### config.mk
export PLATFORM = sky130hd
export DESIGN_NAME = pc_sequencer
export DESIGN_NICKNAME = d
export VERILOG_FILES = /design/src/rtl/pc_sequencer_pkg.sv /design/src/rtl/pc_sequencer.sv
export SDC_FILE = /design/constraint.sdc
export NUM_CORES = 1
export LEC_CHECK = 0
export ABC_AREA = 1
export ABC_CLOCK_PERIOD_IN_PS = 1500
export BUFFER_PORTS_ARGS = -buffer_cell sky130_fd_sc_hd__buf_2
export CORE_UTILIZATION = 30
export DETAILED_ROUTE_END_ITERATION = 10
export SLEW_MARGIN = 20
export SYNTH_ARGS = -nofsm -noshare
export SYNTH_HDL_FRONTEND = slang
export SYNTH_SLANG_ARGS = --single-unit
export TNS_END_PERCENT = 30
### constraint.sdc
create_clock -name clk -period 1.5 [get_ports clk]
set_clock_uncertainty 0.05 [all_clocks]
set_input_delay 0.075 -clock clk [delete_from_list [all_inputs] [get_ports clk]]
set_output_delay 0.075 -clock clk [all_outputs]
set_load 0.05 [all_outputs]
### src/rtl/pc_sequencer_pkg.sv
// -----------------------------------------------------------------------------
// pc_sequencer_pkg
// Shared definitions for the program-counter sequencer:
//   - state_t : sequencer FSM states (FETCH / EXEC / TRAP)
//   - cause_t : trap cause codes reported on the cause output
//   - RESET_VECTOR, TRAP_VECTOR, FETCH_TIMEOUT constants
//   - helper functions for the segment-wrapping increment and word alignment
// -----------------------------------------------------------------------------
package pc_sequencer_pkg;

    typedef enum logic [1:0] {
        ST_FETCH = 2'd0,
        ST_EXEC  = 2'd1,
        ST_TRAP  = 2'd2
    } state_t;

    typedef enum logic [1:0] {
        CAUSE_NONE    = 2'd0,
        CAUSE_SYSCALL = 2'd1,
        CAUSE_PRIV    = 2'd2,
        CAUSE_TIMEOUT = 2'd3
    } cause_t;

    localparam logic [31:0] RESET_VECTOR  = 32'h8000_0000;
    localparam logic [31:0] TRAP_VECTOR   = 32'h8000_0080;
    localparam logic [3:0]  FETCH_TIMEOUT = 4'd15;

    // Sequential successor: bit 31 (mode) is preserved, the offset wraps
    // inside the current mode segment.
    function automatic logic [31:0] seq_next(input logic [31:0] addr);
        return {addr[31], addr[30:0] + 31'd4};
    endfunction

    // Instruction addresses are always word aligned.
    function automatic logic [31:0] word_align(input logic [31:0] addr);
        return {addr[31:2], 2'b00};
    endfunction

endpackage

### src/rtl/pc_sequencer.sv
// -----------------------------------------------------------------------------
// pc_sequencer
// Program counter sequencer with fetch handshake, supervisor/user mode held in
// pc[31], SYSCALL / ERET trap handling and a fetch timeout trap.
//
// Ports:
//   clk          in   clock, all state changes on rising edge
//   reset        in   synchronous active-high reset
//   imem_ready   in   instruction word for pc has arrived
//   stall        in   datapath hold request (no commit while high)
//   redirect     in   current instruction changes flow
//   jumpAddr     in   resolved flow-change target (32 bit)
//   syscall      in   current instruction is SYSCALL
//   eret         in   current instruction is ERET
//   pc           out  current instruction address
//   PCp4         out  sequential successor of pc (wraps within mode segment)
//   superbit     out  supervisor mode, equals pc[31]
//   fetch_req    out  fetch of pc outstanding
//   instr_valid  out  decode inputs sampled this cycle
//   epc          out  exception return address
//   cause        out  last trap cause (0 none, 1 syscall, 2 priv ERET, 3 timeout)
// -----------------------------------------------------------------------------
module pc_sequencer
    import pc_sequencer_pkg::*;
(
    input  logic        clk,
    input  logic        reset,
    input  logic        imem_ready,
    input  logic        stall,
    input  logic        redirect,
    input  logic [31:0] jumpAddr,
    input  logic        syscall,
    input  logic        eret,
    output logic [31:0] pc,
    output logic [31:0] PCp4,
    output logic        superbit,
    output logic        fetch_req,
    output logic        instr_valid,
    output logic [31:0] epc,
    output logic [1:0]  cause
);

    state_t      state_reg,  state_next;
    logic [31:0] pc_reg,     pc_next;
    logic [31:0] epc_reg,    epc_next;
    cause_t      cause_reg,  cause_next;
    logic [3:0]  wait_reg,   wait_next;

    logic [31:0] pc_seq;
    logic [31:0] jump_target;
    logic [3:0]  wait_inc;

    assign pc_seq   = seq_next(pc_reg);
    assign wait_inc = wait_reg + 4'd1;

    // User code may not promote itself: bit 31 of the target survives only
    // when already in supervisor mode.
    assign jump_target = word_align({jumpAddr[31] & pc_reg[31], jumpAddr[30:0]});

    // ------------------------------------------------------------------
    // Next-state / datapath logic
    // ------------------------------------------------------------------
    always_comb begin
        state_next = state_reg;
        pc_next    = pc_reg;
        epc_next   = epc_reg;
        cause_next = cause_reg;
        wait_next  = '0;

        case (state_reg)
            ST_FETCH: begin
                if (imem_ready) begin
                    state_next = ST_EXEC;
                end else begin
                    wait_next = wait_inc;
                    if (wait_inc == FETCH_TIMEOUT) begin
                        state_next = ST_TRAP;
                        cause_next = CAUSE_TIMEOUT;
                        epc_next   = word_align(pc_reg);
                    end
                end
            end

            ST_EXEC: begin
                if (!stall) begin
                    if (syscall) begin
                        state_next = ST_TRAP;
                        cause_next = CAUSE_SYSCALL;
                        epc_next   = word_align(pc_seq);
                    end else if (eret && !pc_reg[31]) begin
                        state_next = ST_TRAP;
                        cause_next = CAUSE_PRIV;
                        epc_next   = word_align(pc_reg);
                    end else if (eret) begin
                        state_next = ST_FETCH;
                        pc_next    = word_align(epc_reg);
                    end else if (redirect) begin
                        state_next = ST_FETCH;
                        pc_next    = jump_target;
                    end else begin
                        state_next = ST_FETCH;
                        pc_next    = pc_seq;
                    end
                end
            end

            ST_TRAP: begin
                state_next = ST_FETCH;
                pc_next    = TRAP_VECTOR;
            end

            default: begin
                state_next = ST_FETCH;
            end
        endcase
    end

    // ------------------------------------------------------------------
    // State registers
    // ------------------------------------------------------------------
    always_ff @(posedge clk) begin
        if (reset) begin
            state_reg <= ST_FETCH;
            pc_reg    <= RESET_VECTOR;
            epc_reg   <= '0;
            cause_reg <= CAUSE_NONE;
            wait_reg  <= '0;
        end else begin
            state_reg <= state_next;
            pc_reg    <= pc_next;
            epc_reg   <= epc_next;
            cause_reg <= cause_next;
            wait_reg  <= wait_next;
        end
    end

    // ------------------------------------------------------------------
    // Outputs. The handshake strobes are gated by reset so that nothing is
    // requested or decoded while reset is held, and the first fetch request
    // appears as soon as reset is released.
    // ------------------------------------------------------------------
    assign pc          = pc_reg;
    assign PCp4        = pc_seq;
    assign superbit    = pc_reg[31];
    assign epc         = epc_reg;
    assign cause       = cause_reg;
    assign fetch_req   = (state_reg == ST_FETCH) && !reset;
    assign instr_valid = (state_reg == ST_EXEC)  && !reset;

endmodule
* Yosys cells after proc, flatten, opt, wreduce, memory -nomap -nowiden *
Index checks and enable logic that the tools add are counted.

word-level totals
  register bits after elaboration = 72
  bits of input ports = 39
  word-level logic and storage cells = 58

cells by class
  add/subtract/negate cells = 2
  equal/unequal tests = 11
  mux-type cells = 24
  bitwise logic cells = 2
  reduce and logical (&&, ||, !) cells = 13

operators by type and width
  operator               count
  $mux 32                10
  $pmux 32 s2            2
  $add 31x3->31 const B  1
  $mux 2                 10
  $ne 2x2->1 const B     5
  $reduce_and 5->1       2
  $ne 3x3->1 const B     3
  $pmux 2 s2             2
  $add 4x1->4 const B    1
  $eq 4x4->1 const B     1
  $reduce_and 4->1       1
  $reduce_bool 2->1      2
  $logic_and 1x1->1      3
  $reduce_or 3->1        1
  $eq 2x1->1 const B     1
  $eq 2x2->1 const B     1
  $logic_not 1->1        2
  $logic_not 2->1        1
  $reduce_and 2->1       1
  $and 1x1->1            1
  $not 1->1              1

* Longest topological paths before layout *
  depth in word-level cells = 7
  mapped depth = 12
  mapped depth without buffers = 12

* Worst setup path before layout *
Ideal clock, no wire load.

  kind = register -> register
  start point = reg pc_reg[2], in the netlist pc[2]
  end point = reg epc_reg[11], in the netlist epc[11]
  library setup time = 0.059 ns
  arrival time = 2.756 ns
  data required time = 1.391 ns
  path slack = -1.365 ns
  cell stages (with the launch flop) = 9
  buffers on the path = 0
  cells stage by stage = dfxtp_1 inv_1 nor2_4 nand2_2 nor2_4 xor2_1 nand2_1 nand3_1 o211a_1

on the way
  word-level cells in the longest chain between the ends = 4

RTL lines
  element                 line                    source
  start, declared         pc_sequencer.sv:44      logic [31:0] pc_reg, pc_next;
  start signal, assigned  pc_sequencer.sv:130     pc_reg <= pc_next;
  $add 31x3->31           pc_sequencer_pkg.sv:31  return {addr[31], addr[30:0] + 31'd4};
  via PCp4[11]            pc_sequencer.sv:35      output logic [31:0] PCp4,
  $mux 32                 pc_sequencer.sv:86      if (syscall) begin
  $mux 32                 pc_sequencer.sv:85      if (!stall) begin
  $pmux 32 s2             pc_sequencer.sv:70      case (state_reg)
  end signal, assigned    pc_sequencer.sv:131     epc_reg <= epc_next;
  end, declared           pc_sequencer.sv:45      logic [31:0] epc_reg, epc_next;

The timed path passes the listed nets, and every way through them passes these cells. The select of a mux whose other input is x is not followed.
A chain may end at the register's enable or synchronous reset.

* Final worst setup path *
  start point = reg pc_reg[2], in the netlist pc[2]
  end point = out PCp4[26]

on the way
  word-level cells in the longest chain between the ends = 1

RTL lines
  element        line
  $add 31x3->31  pc_sequencer_pkg.sv:31
  end, declared  pc_sequencer.sv:35

Every way passes these cells.

==> metrics.cfg <==
[run_status]
status=complete, but fails checks
failed_checks=setup timing

[floorplanning]
coreArea_um2=14500
initial_core_util=0.307
rows=44
num_io_pins=140
die-height_um=124
dieArea_um2=15400
die_x_um=124

[min_path]
whs_path_depth=5
holdPathEnd=state_reg[0]
hold_path.class=in -> reg
holdCritStartpoint=stall

[layout]
syn_to_final_growth_pct=65.7
fin_util=0.508
drive_above_1_share=0.446
nets=959
stdcell_area_um2=7390
diodes=0
fin_cells=1105
fillers=1414

[yosys]
synthTopCellsByCount=nand2_1 (219), nor2_1 (81), a21oi_1 (75), dfxtp_1 (68), inv_1 (43)
synthesis.yosys.warnings=0
syn_area_um2=4460
ys_ff_latch=68
synth_top_area_frac=0.305
yosysMostFrequentCell=nand2_1
avgSynthCellArea_um2=6.48
synth_top_cell_by_area=dfxtp_1
synth-async-reset-ratio=0
synthCells=688
synth_seq_area_share=0.305
synth_cell_types=42
synthTopCellsByArea=dfxtp_1 (31%), nand2_1 (18%), a21oi_1 (8.4%)
synth_edf_count=0
ys_dominant_reg_cell=dfxtp_1

[flow_run]
cap_viol_max_count=0

[global_routing]
grt_pass1_wl_um=24800
grt-ovfl-total=0
grt_pass1_vias=4754
grtUsageTotal=0.216
antenna_found_initial=0
grt_max_degree=36

[setup_path]
crit_fanout=6
rr_startpoint=pc[2]
worstSetupEndpointType=output pin
critical_path_class=reg -> out
worstPathRequired_ns=1.37
start_kind=flip-flop
cp.arrival_ns=1.82
r2r_cells=12
r2r_slack_ns=-0.37
r2r_end=pc[10]

[clocking]
clock_latency_ns=0.34
cts_tree=done
cts-buffers-inserted=9
cts_max_level=3
path_clk_slew_ns=0.06
clockBufferDepth=2
clock_sinks=68
root_buffer=clkbuf_16

[drt]
viasPerCell=4.84
wl_per_cell_um=15.4
drtIter0Drc=349
drt_pre_antenna_iters=5
vias=5346
wirelength_um=17000
ant_nets=0
drcViolationCount=0

[timing]
fmax_mhz=513
period_share=1.30
rsz0062_at_grt=true
holdWs_ns=0.0601
setup_viol=84
fin_setup_tns_ns=-18.35
post-route-min-period_ns=1.95
postLayoutSetupSlackWorst_ns=-0.450
maxSlewViolCount=0
report.final.hold_viol_count=0

[power]
peakVddDrop_mv=0.456
power_density_nw_per_um2=860
leakagePower_nw=3.40
fin_total_pwr_mw=6.36

[placed_design]
placed_area_um2=6070
pre_cts_ws_ns=-0.274
io_buffers=131
hpwl_um=11400
routabilityCongestion=0.809
dp_cells=1053

## critical path, cell delays in order, from the launching register on
cell,delay (ns)
dfxtp_4,0.38
ha_4,0.15
nand2_4,0.05
nor2_4,0.12
nand2_4,0.10
nor2_4,0.22
nand2_1,0.10
nand2_2,0.09
and2_4,0.14
buf_8,0.14
## report_power, final
part	internal [mW]	switching, mW	leakage [nW]
Combinational	0.715	1.37	2.69
Clock	1.42	0.812	0.149
Sequential	1.94	0.104	0.565
## cell type report
type	instances	area (µm²)	area share
multi-input combinational	535	3220	0.435
timing repair buffer	255	2050	0.278
sequential	68	1400	0.189
clock buffer	14	274	0.0371
tap	184	230	0.0312
inverter	48	189	0.0256
clock inverter	1	30.0	0.00406
## logic make-up (layout without fill, tap and decap cells)
logic type	count (synthesis)	in the layout	share of synthesized area
buffers and inverters	90	318	0.110
DFF	68	68	0.305
AOI/OAI and AO/OA	132	132	0.163
adders and majority gates	3	3	0.00842
muxes	4	4	0.00898
and+or+nand+nor	372	372	0.360
other	1	6	0.000841
xor gates and xnor gates	18	18	0.0438
## placed cells by master, fill, tap and decap left out, types with 3 or more instances in the layout
master     synthesis  final
nand2_1          219    183
buf_2              5    102
buf_4             11     94
a21oi_1           75     66
nor2_1            81     65
dfxtp_1           68     44
inv_1             43     41
buf_6              7     31
nand3_1           36     26
nand2_2            4     25
o21ai_0           31     21
dfxtp_2            0     21
nand2_4            2     16
nor2_2             3     15
nor2_4             9     13
o21ai_1            5     13
buf_8              0     13
xor2_4             0     11
clkbuf_16          0     11
buf_12             0     11
a21oi_2            1     10
o211ai_1           9      9
nand3_2            0      8
o211a_1            6      6
conb_1             1      6
nand3b_1           4      4
and2_4             1      4
xor2_1            11      4
mux2i_1            4      4
inv_2              2      3
clkbuf_8           4      3
dfxtp_4            0      3
## worst max-delay path by stage
stage	slack (ns)	cells past startpoint	endpoint	start
floorplan	-0.63	9	pc[15]	pc[2]
global placement	-0.24	9	PCp4[24]	pc[2]
detailed placement	-0.27	9	PCp4[24]	pc[2]
CTS	-0.47	8	PCp4[12]	pc[2]
global route	-0.55	9	PCp4[26]	pc[2]
finish	-0.45	9	PCp4[26]	pc[2]
## metal layers
| layer | wire length [µm] | vias up | track usage |
|---|---|---|---|
| met3 | 983 | 22 | 0.0449 |
| li1 | - | 2651 | - |
| met2 | 8000 | 159 | 0.350 |
| met5 | 0 | - | 0 |
| met1 | 7690 | 2514 | 0.284 |
| met4 | 314 | 0 | 0.0707 |
## timing repair
| action | in CTS | in global routing |
|---|---|---|
| cloned | 0 | 2 |
| hold endpoints to repair | 2 | 0 |
| pin swaps | 34 | 50 |
| buffers inserted | 16 | 18 |
| hold buffers | 2 | 0 |
| setup endpoints to repair | 88 | 91 |
| resized for setup | 113 | 90 |
Power figures use the tool's default switching activity.
